[src/rtl/vga_pkg.sv]
// vga_pkg: shared definitions for the VGA timing path.
//   - default 640x480@60 timing constants and their derived totals
//   - counter width used by every counter in the path
//   - sequencer state encoding
package vga_pkg;

    localparam int unsigned CNT_W = 10;

    localparam int unsigned VGA_H_ACTIVE = 640;
    localparam int unsigned VGA_H_FP     = 16;
    localparam int unsigned VGA_H_SYNC   = 96;
    localparam int unsigned VGA_H_BP     = 48;
    localparam int unsigned VGA_H_TOTAL  = VGA_H_ACTIVE + VGA_H_FP + VGA_H_SYNC + VGA_H_BP;

    localparam int unsigned VGA_V_ACTIVE = 480;
    localparam int unsigned VGA_V_FP     = 10;
    localparam int unsigned VGA_V_SYNC   = 2;
    localparam int unsigned VGA_V_BP     = 33;
    localparam int unsigned VGA_V_TOTAL  = VGA_V_ACTIVE + VGA_V_FP + VGA_V_SYNC + VGA_V_BP;

    typedef enum logic [1:0] {
        ST_IDLE = 2'd0,
        ST_RUN  = 2'd1,
        ST_STOP = 2'd2
    } state_t;

endpackage

[src/rtl/vga_timing_ctrl_mod_counter.sv]
// mod_counter: modulo-N up counter with synchronous clear.
//   clk   in  system clock
//   inc   in  advance by one (wraps to 0 when tc is set)
//   clr   in  synchronous clear, dominates inc
//   count out current value
//   tc    out terminal count, count >= N-1
module mod_counter
    import vga_pkg::*;
#(
    parameter int unsigned N = VGA_H_TOTAL
) (
    input  logic             clk,
    input  logic             inc,
    input  logic             clr,
    output logic [CNT_W-1:0] count,
    output logic             tc
);

    localparam logic [CNT_W-1:0] LAST = CNT_W'(N - 1);

    logic [CNT_W-1:0] r_count;

    // ">=" rather than "==" so an out-of-range value wraps on the next step
    assign tc    = (r_count >= LAST);
    assign count = r_count;

    always_ff @(posedge clk) begin
        if (clr) begin
            r_count <= '0;
        end else if (inc) begin
            r_count <= tc ? '0 : r_count + 1'b1;
        end
    end

endmodule

[src/rtl/vga_timing_ctrl.sv]
// vga_timing_ctrl: frame sequencer for the VGA output path.
//   clk         in  system clock
//   rst_n       in  synchronous active-low reset
//   pix_tick    in  pixel-rate enable, one clk wide
//   en          in  run request (level)
//   hCount      out pixel column
//   vCount      out line number
//   hsync       out active-low horizontal sync
//   vsync       out active-low vertical sync
//   video_on    out inside the visible area while running/stopping
//   line_start  out one-clk pulse at the start of every line
//   frame_start out one-clk pulse at the start of every frame
//   busy        out high while running or finishing the last frame
module vga_timing_ctrl
    import vga_pkg::*;
#(
    parameter int unsigned H_ACTIVE = VGA_H_ACTIVE,
    parameter int unsigned H_FP     = VGA_H_FP,
    parameter int unsigned H_SYNC   = VGA_H_SYNC,
    parameter int unsigned H_BP     = VGA_H_BP,
    parameter int unsigned V_ACTIVE = VGA_V_ACTIVE,
    parameter int unsigned V_FP     = VGA_V_FP,
    parameter int unsigned V_SYNC   = VGA_V_SYNC,
    parameter int unsigned V_BP     = VGA_V_BP
) (
    input  logic             clk,
    input  logic             rst_n,
    input  logic             pix_tick,
    input  logic             en,
    output logic [CNT_W-1:0] hCount,
    output logic [CNT_W-1:0] vCount,
    output logic             hsync,
    output logic             vsync,
    output logic             video_on,
    output logic             line_start,
    output logic             frame_start,
    output logic             busy
);

    localparam int unsigned H_TOTAL = H_ACTIVE + H_FP + H_SYNC + H_BP;
    localparam int unsigned V_TOTAL = V_ACTIVE + V_FP + V_SYNC + V_BP;

    localparam logic [CNT_W-1:0] H_VIS    = CNT_W'(H_ACTIVE);
    localparam logic [CNT_W-1:0] HS_BEGIN = CNT_W'(H_ACTIVE + H_FP);
    localparam logic [CNT_W-1:0] HS_END   = CNT_W'(H_ACTIVE + H_FP + H_SYNC);
    localparam logic [CNT_W-1:0] V_VIS    = CNT_W'(V_ACTIVE);
    localparam logic [CNT_W-1:0] VS_BEGIN = CNT_W'(V_ACTIVE + V_FP);
    localparam logic [CNT_W-1:0] VS_END   = CNT_W'(V_ACTIVE + V_FP + V_SYNC);

    state_t           r_state;
    state_t           w_next;
    logic             r_line_start;
    logic             r_frame_start;
    logic             w_tick;
    logic             w_clr;
    logic             w_h_tc;
    logic             w_v_tc;
    logic             w_line_wrap;
    logic             w_frame_wrap;
    logic             w_enter_run;
    logic [CNT_W-1:0] w_h_count;
    logic [CNT_W-1:0] w_v_count;

    // Ticks only count outside IDLE, so a tick on the IDLE->RUN edge is dropped.
    assign w_tick       = pix_tick && (r_state != ST_IDLE);
    assign w_clr        = !rst_n || (r_state == ST_IDLE);
    assign w_line_wrap  = w_tick && w_h_tc;
    assign w_frame_wrap = w_line_wrap && w_v_tc;
    assign w_enter_run  = (r_state == ST_IDLE) && (w_next == ST_RUN);

    mod_counter #(.N(H_TOTAL)) u_h_cnt (
        .clk   (clk),
        .inc   (w_tick),
        .clr   (w_clr),
        .count (w_h_count),
        .tc    (w_h_tc)
    );

    mod_counter #(.N(V_TOTAL)) u_v_cnt (
        .clk   (clk),
        .inc   (w_line_wrap),
        .clr   (w_clr),
        .count (w_v_count),
        .tc    (w_v_tc)
    );

    always_ff @(posedge clk) begin
        if (!rst_n) begin
            r_state <= ST_IDLE;
        end else begin
            r_state <= w_next;
        end
    end

    always_comb begin
        w_next = r_state;
        unique case (r_state)
            ST_IDLE: if (en) w_next = ST_RUN;
            ST_RUN:  if (!en) w_next = ST_STOP;
            ST_STOP: begin
                if (en) begin
                    w_next = ST_RUN;
                end else if (w_frame_wrap) begin
                    w_next = ST_IDLE;
                end
            end
            default: w_next = ST_IDLE;
        endcase
    end

    // The wrap that ends the final frame in STOP returns to IDLE and must not
    // announce a new line or frame.
    always_ff @(posedge clk) begin
        if (!rst_n) begin
            r_line_start  <= 1'b0;
            r_frame_start <= 1'b0;
        end else begin
            r_line_start  <= w_enter_run || (w_line_wrap  && (w_next != ST_IDLE));
            r_frame_start <= w_enter_run || (w_frame_wrap && (w_next != ST_IDLE));
        end
    end

    always_comb begin
        busy     = (r_state != ST_IDLE);
        hsync    = 1'b1;
        vsync    = 1'b1;
        video_on = 1'b0;
        if (busy) begin
            hsync    = !((w_h_count >= HS_BEGIN) && (w_h_count < HS_END));
            vsync    = !((w_v_count >= VS_BEGIN) && (w_v_count < VS_END));
            video_on = (w_h_count < H_VIS) && (w_v_count < V_VIS);
        end
    end

    assign hCount      = w_h_count;
    assign vCount      = w_v_count;
    assign line_start  = r_line_start;
    assign frame_start = r_frame_start;

endmodule

[config.mk]
export PLATFORM = sky130hd
export DESIGN_NAME = vga_timing_ctrl
export DESIGN_NICKNAME = d
export VERILOG_FILES = /design/src/rtl/vga_pkg.sv /design/src/rtl/vga_timing_ctrl_mod_counter.sv /design/src/rtl/vga_timing_ctrl.sv
export SDC_FILE = /design/constraint.sdc
export NUM_CORES = 1
export LEC_CHECK = 0
export BUFFER_PORTS_ARGS = -buffer_cell sky130_fd_sc_hd__clkbuf_2
export CAP_MARGIN = 20
export CORE_UTILIZATION = 50
export CTS_CLUSTER_SIZE = 25
export DETAILED_ROUTE_END_ITERATION = 16
export GPL_ROUTABILITY_DRIVEN = 0
export PLACE_DENSITY = 0.73
export SYNTH_ARGS = -nofsm -noshare
export SYNTH_HDL_FRONTEND = slang
export SYNTH_SLANG_ARGS = --single-unit
[constraint.sdc]
create_clock -name clk -period 2 [get_ports clk]
set_clock_uncertainty 0.15 [all_clocks]
set_input_delay 0.1 -clock clk [delete_from_list [all_inputs] [get_ports clk]]
set_output_delay 0.1 -clock clk [all_outputs]
set_load 0.005 [all_outputs]
[Word-level counts from Yosys, hierarchy flattened]
Cells that the tools add are included.
Cells by class
  add/sub/neg operators: 2
  reductions and logical operators: 18
  eq/ne operators: 3
  order comparisons: 8
  mux-type cells: 10
Operators with widths (count)
  >= comparator 10 bit (second input constant): 3
  adder 10 x 1 -> 10 bit (second input constant): 2
  less-than comparator 10 bit (second input constant): 2
  less-than comparator 10 x 9 -> 1 bit (second input constant): 2
  2-to-1 mux 10 bit: 2
  >= comparator 10 x 9 -> 1 bit (second input constant): 1
  logical AND 1 bit: 9
  2-to-1 mux 2 bit: 4
  one-hot mux 2 bit (3 select lines): 1
  == test 2 x 1 -> 1 bit (second input constant): 2
  nonzero test 2 bit: 2
  logical NOT 1 bit: 3
  logical OR 1 bit: 3
  2-to-1 mux 1 bit: 3
  == test 2 bit (second input constant): 1
  logical NOT 2 bit: 1
Word-level totals
  word-level logic and storage cells: 46
  output and inout port bits: 26
  bits of input ports: 4
  register bits: 24

[Depth between registers and ports, before layout]
  depth in word-level cells: 10
  gate-level depth with buffers: 6
  depth with buffers taken out: 5

[By module]
From an unflattened synthesis, not the netlist that was laid out.
Second synthesis, totals
  cells, all modules: 146
  area, all modules: 1283.7 µm²
By module, submodules not included
  mod_counter at u_v_cnt: cells each 55, area each 514.2 µm², instances 1
  mod_counter at u_h_cnt: cells each 53, area each 495.5 µm², instances 1
  vga_timing_ctrl: cells each 38, area each 274.0 µm², instances 1

[Worst setup path before layout]
OpenSTA, ideal clock, no wires.
  path kind: register to register
  from: reg u_h_cnt.r_count[0], in the netlist u_h_cnt.count[0]
  to: reg u_v_cnt.r_count[7], in the netlist u_v_cnt.count[7]
  data required time: 1.780 ns
  slack: 0.132 ns
  data arrival time: 1.648 ns
  library setup time: 0.070 ns
  stages on the path, launching flop included: 6
  cells stage by stage: dfxtp_1 > ha_1 > nand4_2 > a21o_4 > or4_1 > a21oi_1
Between the ends
  cells in the longest elaborated chain, start to end: 2
RTL lines
  start, declared: RTL line vga_timing_ctrl_mod_counter.sv:21  | logic [CNT_W-1:0] r_count;
  start signal, assigned: RTL line vga_timing_ctrl_mod_counter.sv:31  | r_count <= tc ? '0 : r_count + 1'b1;
  >= comparator 10 bit: RTL line vga_timing_ctrl_mod_counter.sv:24  | assign tc = (r_count >= LAST);
  logical AND 1 bit: RTL line vga_timing_ctrl.sv:67  | assign w_line_wrap = w_tick && w_h_tc;
  end signal, assigned: RTL line vga_timing_ctrl_mod_counter.sv:31
  end, declared: RTL line vga_timing_ctrl_mod_counter.sv:21
Every way passes these cells.
A chain may end at the register's enable or synchronous reset.

[Worst setup path in the final report]
  from: reg r_state[0]
  to: out hsync
Between the ends
  cells in the longest elaborated chain, start to end: 2
RTL lines
  start, declared: RTL line vga_timing_ctrl.sv:50  | state_t r_state;
  start signal, assigned: RTL line vga_timing_ctrl.sv:91  | r_state <= w_next;
  nonzero test 2 bit: RTL line vga_timing_ctrl.sv:124  | busy = (r_state != ST_IDLE);
  2-to-1 mux 1 bit: RTL line vga_timing_ctrl.sv:128  | if (busy) begin
  end, declared: RTL line vga_timing_ctrl.sv:32  | output logic hsync,
Every way passes these cells.

==> metrics.csv <==
stage,metric,value,unit
setup_path,crit_family,simple AND/OR/NAND/NOR gates,
yosys,synth_compound_area_share,18.2,%
setup_path,critPathMaxStageDelay,0.52,ns
timing,hold_viol,0,
yosys,yosys.area_share.simple,26.8,%
power_and_ir_drop,power.density,577,nW/µm²
setup_path,r2r_start,u_h_cnt.count[1]$_SDFFE_PP0N_,
detailed_routing,routed_via_density,5.62,
detailed_routing,drt-total-wl,3.01,mm
floorplanning,rows,17,
outcome,status,"finished, final reports clean",
yosys,synth_top_family_by_area,simple AND/OR/NAND/NOR gates,
setup_path,worst-r2r-cell-count,5,
floorplanning,die_h,51.9,µm
clock_network,clock_sinks,24,
detailed_routing,num_vias,1186,
yosys,yosysTopAreaCellShare,38.6,%
finish,antennaDiodeCount,0,
timing,finalCritPeriodShare,95.1,%
place,pre_cts_slack,0.175,ns
yosys,muxShareOfSynthArea,0.803,%
floorplanning,fp.dieW,51.9,µm
place,hpwlAfterDp,2.21,mm
setup_path,critPathKind,register to primary output,
clock_network,htree_levels,1,
timing,setup_slack,0.0979,ns
detailed_routing,final_antenna_net_count,0,
floorplanning,ios,30,
detailed_routing,wl_met1,1.36,mm
global_route,grt_pass1_wl,4.98,mm
detailed_routing,wl_per_cell,14.2,µm
setup_path,crit_end,hsync,
yosys,synth_seq_cells,24,
power_and_ir_drop,vdd_drop_max,0.350,mV
setup_path,worstSetupStartpoint,r_state[0]$_SDFF_PN0_,
detailed_routing,wl_met3,108,µm
yosys,yosys-top-cells-count,"dfxtp_1, nor2_1, a21oi_1, xnor2_1, inv_1",
yosys,ys_async_sr_fraction,0,%
finish,drive_above_1_share,27.3,%
global_route,antenna_found_initial,0,
setup_path,path_cells,"buf_4, nor2_1, or4_1, clkbuf_2",
yosys,synth-edff-count,0,
clock_network,cts_tree,built,
clock_network,numCtsBuffers,3,
global_route,gr-total-overflow,0,
floorplanning,die_area,2700,µm²
yosys,postSynthAreaPerCell,8.90,µm²
timing,fmax,526,MHz
setup_path,cp.buffers_inverters,2,
clock_network,clock_latency,0.32,ns
timing,setup_viol,0,
yosys,synth_xor_area_share,8.43,%
setup_path,end_kind,primary output,
yosys,ys_seq_area_share,38.6,%
timing,period_needed,1.90,ns
detailed_routing,wl_met2,1.49,mm
yosys,synthAdderAreaFrac,4.02,%
setup_path,r2r_slack,0.11,ns
yosys,synth.area.top_cells,"dfxtp_1, nor2_1, xnor2_1, ha_1, a21oi_1",
global_route,grt_usage,25.1,%
job,drv_cap,0,
clock_network,cts.clk_slew.worst_paths,0.14,ns
yosys,post-synth-top-count-cell,dfxtp_1,
global_route,grt_pass1_vias,1111,
finish,syn_to_final_growth,25.9,%
detailed_routing,drc,0,
timing,rsz0062_at_grt,false,
place,port_buffers,29,
yosys,synth_area,1250,µm²
detailed_routing,first_iter_violations,24,
global_route,grt_max_degree,18,
setup_path,cp_num_cells,4,
finish,multi_input_area,726,µm²
yosys,synth_top_area_cell,dfxtp_1,
setup_path,crit_fanout,8,
finish,fillers,194,
timing,max_slew_margin,73.3,%
yosys,ys_dominant_reg_cell,dfxtp_1,
yosys,syn_nets,148,
setup_path,worstPathArrival,1.65,ns
yosys,synthCells,140,
setup_path,cp-start-kind,register,
finish,num-nets-final,192,
clock_network,root_buffer,clkbuf_4,
yosys,yosysWarnings,0,
yosys,synth_cell_types,37,
detailed_routing,routed.top_layer,met4,
timing,finalSetupTns,0,ns
detailed_routing,dr.pass1.iters,4,
min_path,hold_class,register to register,
setup_path,cp_slowest_cell,or4_1,
power_and_ir_drop,power.leakage,0.000598,µW
timing,drv_slew,0,
min_path,hold_depth,2,
setup_path,required,1.75,ns
clock_network,ctsResizeCount,0,
finish,ff_latch_area,480,µm²
floorplanning,start_util,54.8,%
clock_network,cts_buffer_depth,2,
floorplanning,coreArea,2280,µm²
setup_path,r2r_end,u_v_cnt.count[7]$_SDFFE_PP0P_,
timing,tightest_slew,0.395,ns
worst reg2reg max path: stages, from the launching register on:
cell,delay (ns)
dfxtp_1,0.38
ha_1,0.23
nand4_2,0.15
a21o_4,0.31
or4_1,0.48
a21oi_1,0.15
cell type report:
cell class              instances  area share (%)
multi-input cells             106            46.3
flip-flops and latches         24            30.6
repair buffers                 41            15.6
well taps                      28            2.23
clock inverters                 1            1.91
inverters                       8            1.91
clock buffers                   3            1.44
where the power goes:
part	switching (µW)	internal, µW
logic	35.9	26.6
clock network	154	203
registers	3.13	484
per-stage QoR:
step                area (µm²)  cells  hold slack [ns]  utilization (%)  total power (µW)
finish                    1570    211            0.387             68.9               906
global route              1570    211            0.433             68.9               938
CTS                       1570    211            0.394             68.9               914
detailed placement        1480    203            0.197             64.9               553
global placement          1480    203            0.180             64.9               551
floorplan                 1250    140           0.0456                -               527
repair_timing:
item,in CTS,in global routing
setup buffers,0,0
hold endpoints to repair,5,0
hold buffers,4,0
sequential cells by signal (all words and copies together) (netlist names):
register	flops
r_state	2
frame_start	1
u_v_cnt.count	10
line_start	1
u_h_cnt.count	10
per-layer routing:
layer / global-route usage, % / vias up
met5: 0 / -
met4: 11.7 / 0
met3: 2.63 / 4
met2: 41.9 / 25
met1: 32.1 / 573
li1: - / 584
kinds of logic after synthesis:
| group | after synthesis |
|---|---|
| flip-flops | 24 |
| buffers and inverters | 10 |
| adder cells (fa/ha/maj) | 4 |
| AND/OR/NAND/NOR | 60 |
| multiplexers | 1 |
| AO/OA/AOI/OAI | 29 |
| XOR/XNOR | 12 |
worst min path at each step:
stage                                          to                          start
CTS                 u_v_cnt.count[9]$_SDFFE_PP0P_  u_v_cnt.count[9]$_SDFFE_PP0P_
floorplan           u_h_cnt.count[1]$_SDFFE_PP0N_                       pix_tick
finish              u_v_cnt.count[7]$_SDFFE_PP0P_  u_v_cnt.count[7]$_SDFFE_PP0P_
global route        u_v_cnt.count[7]$_SDFFE_PP0P_  u_v_cnt.count[7]$_SDFFE_PP0P_
global placement            r_state[0]$_SDFF_PN0_                             en
detailed placement          r_state[0]$_SDFF_PN0_                             en
placed cells by master (no fill, tap or decap), types with 3 or more instances in the layout:
cell and count:
buf_4 8, clkbuf_2 29, clkbuf_4 3, xor2_1 3, or3_1 4, nand3_1 3, a21oi_1 9, nor2_1 23
dlygate4sd3_1 4, ha_1 4, nand4_1 6, inv_1 8, nand2_1 6, o21ai_0 5, dfxtp_1 24, nand2b_1 3
xnor2_1 9, a211oi_1 5
(Power assumes the default switching activity.)
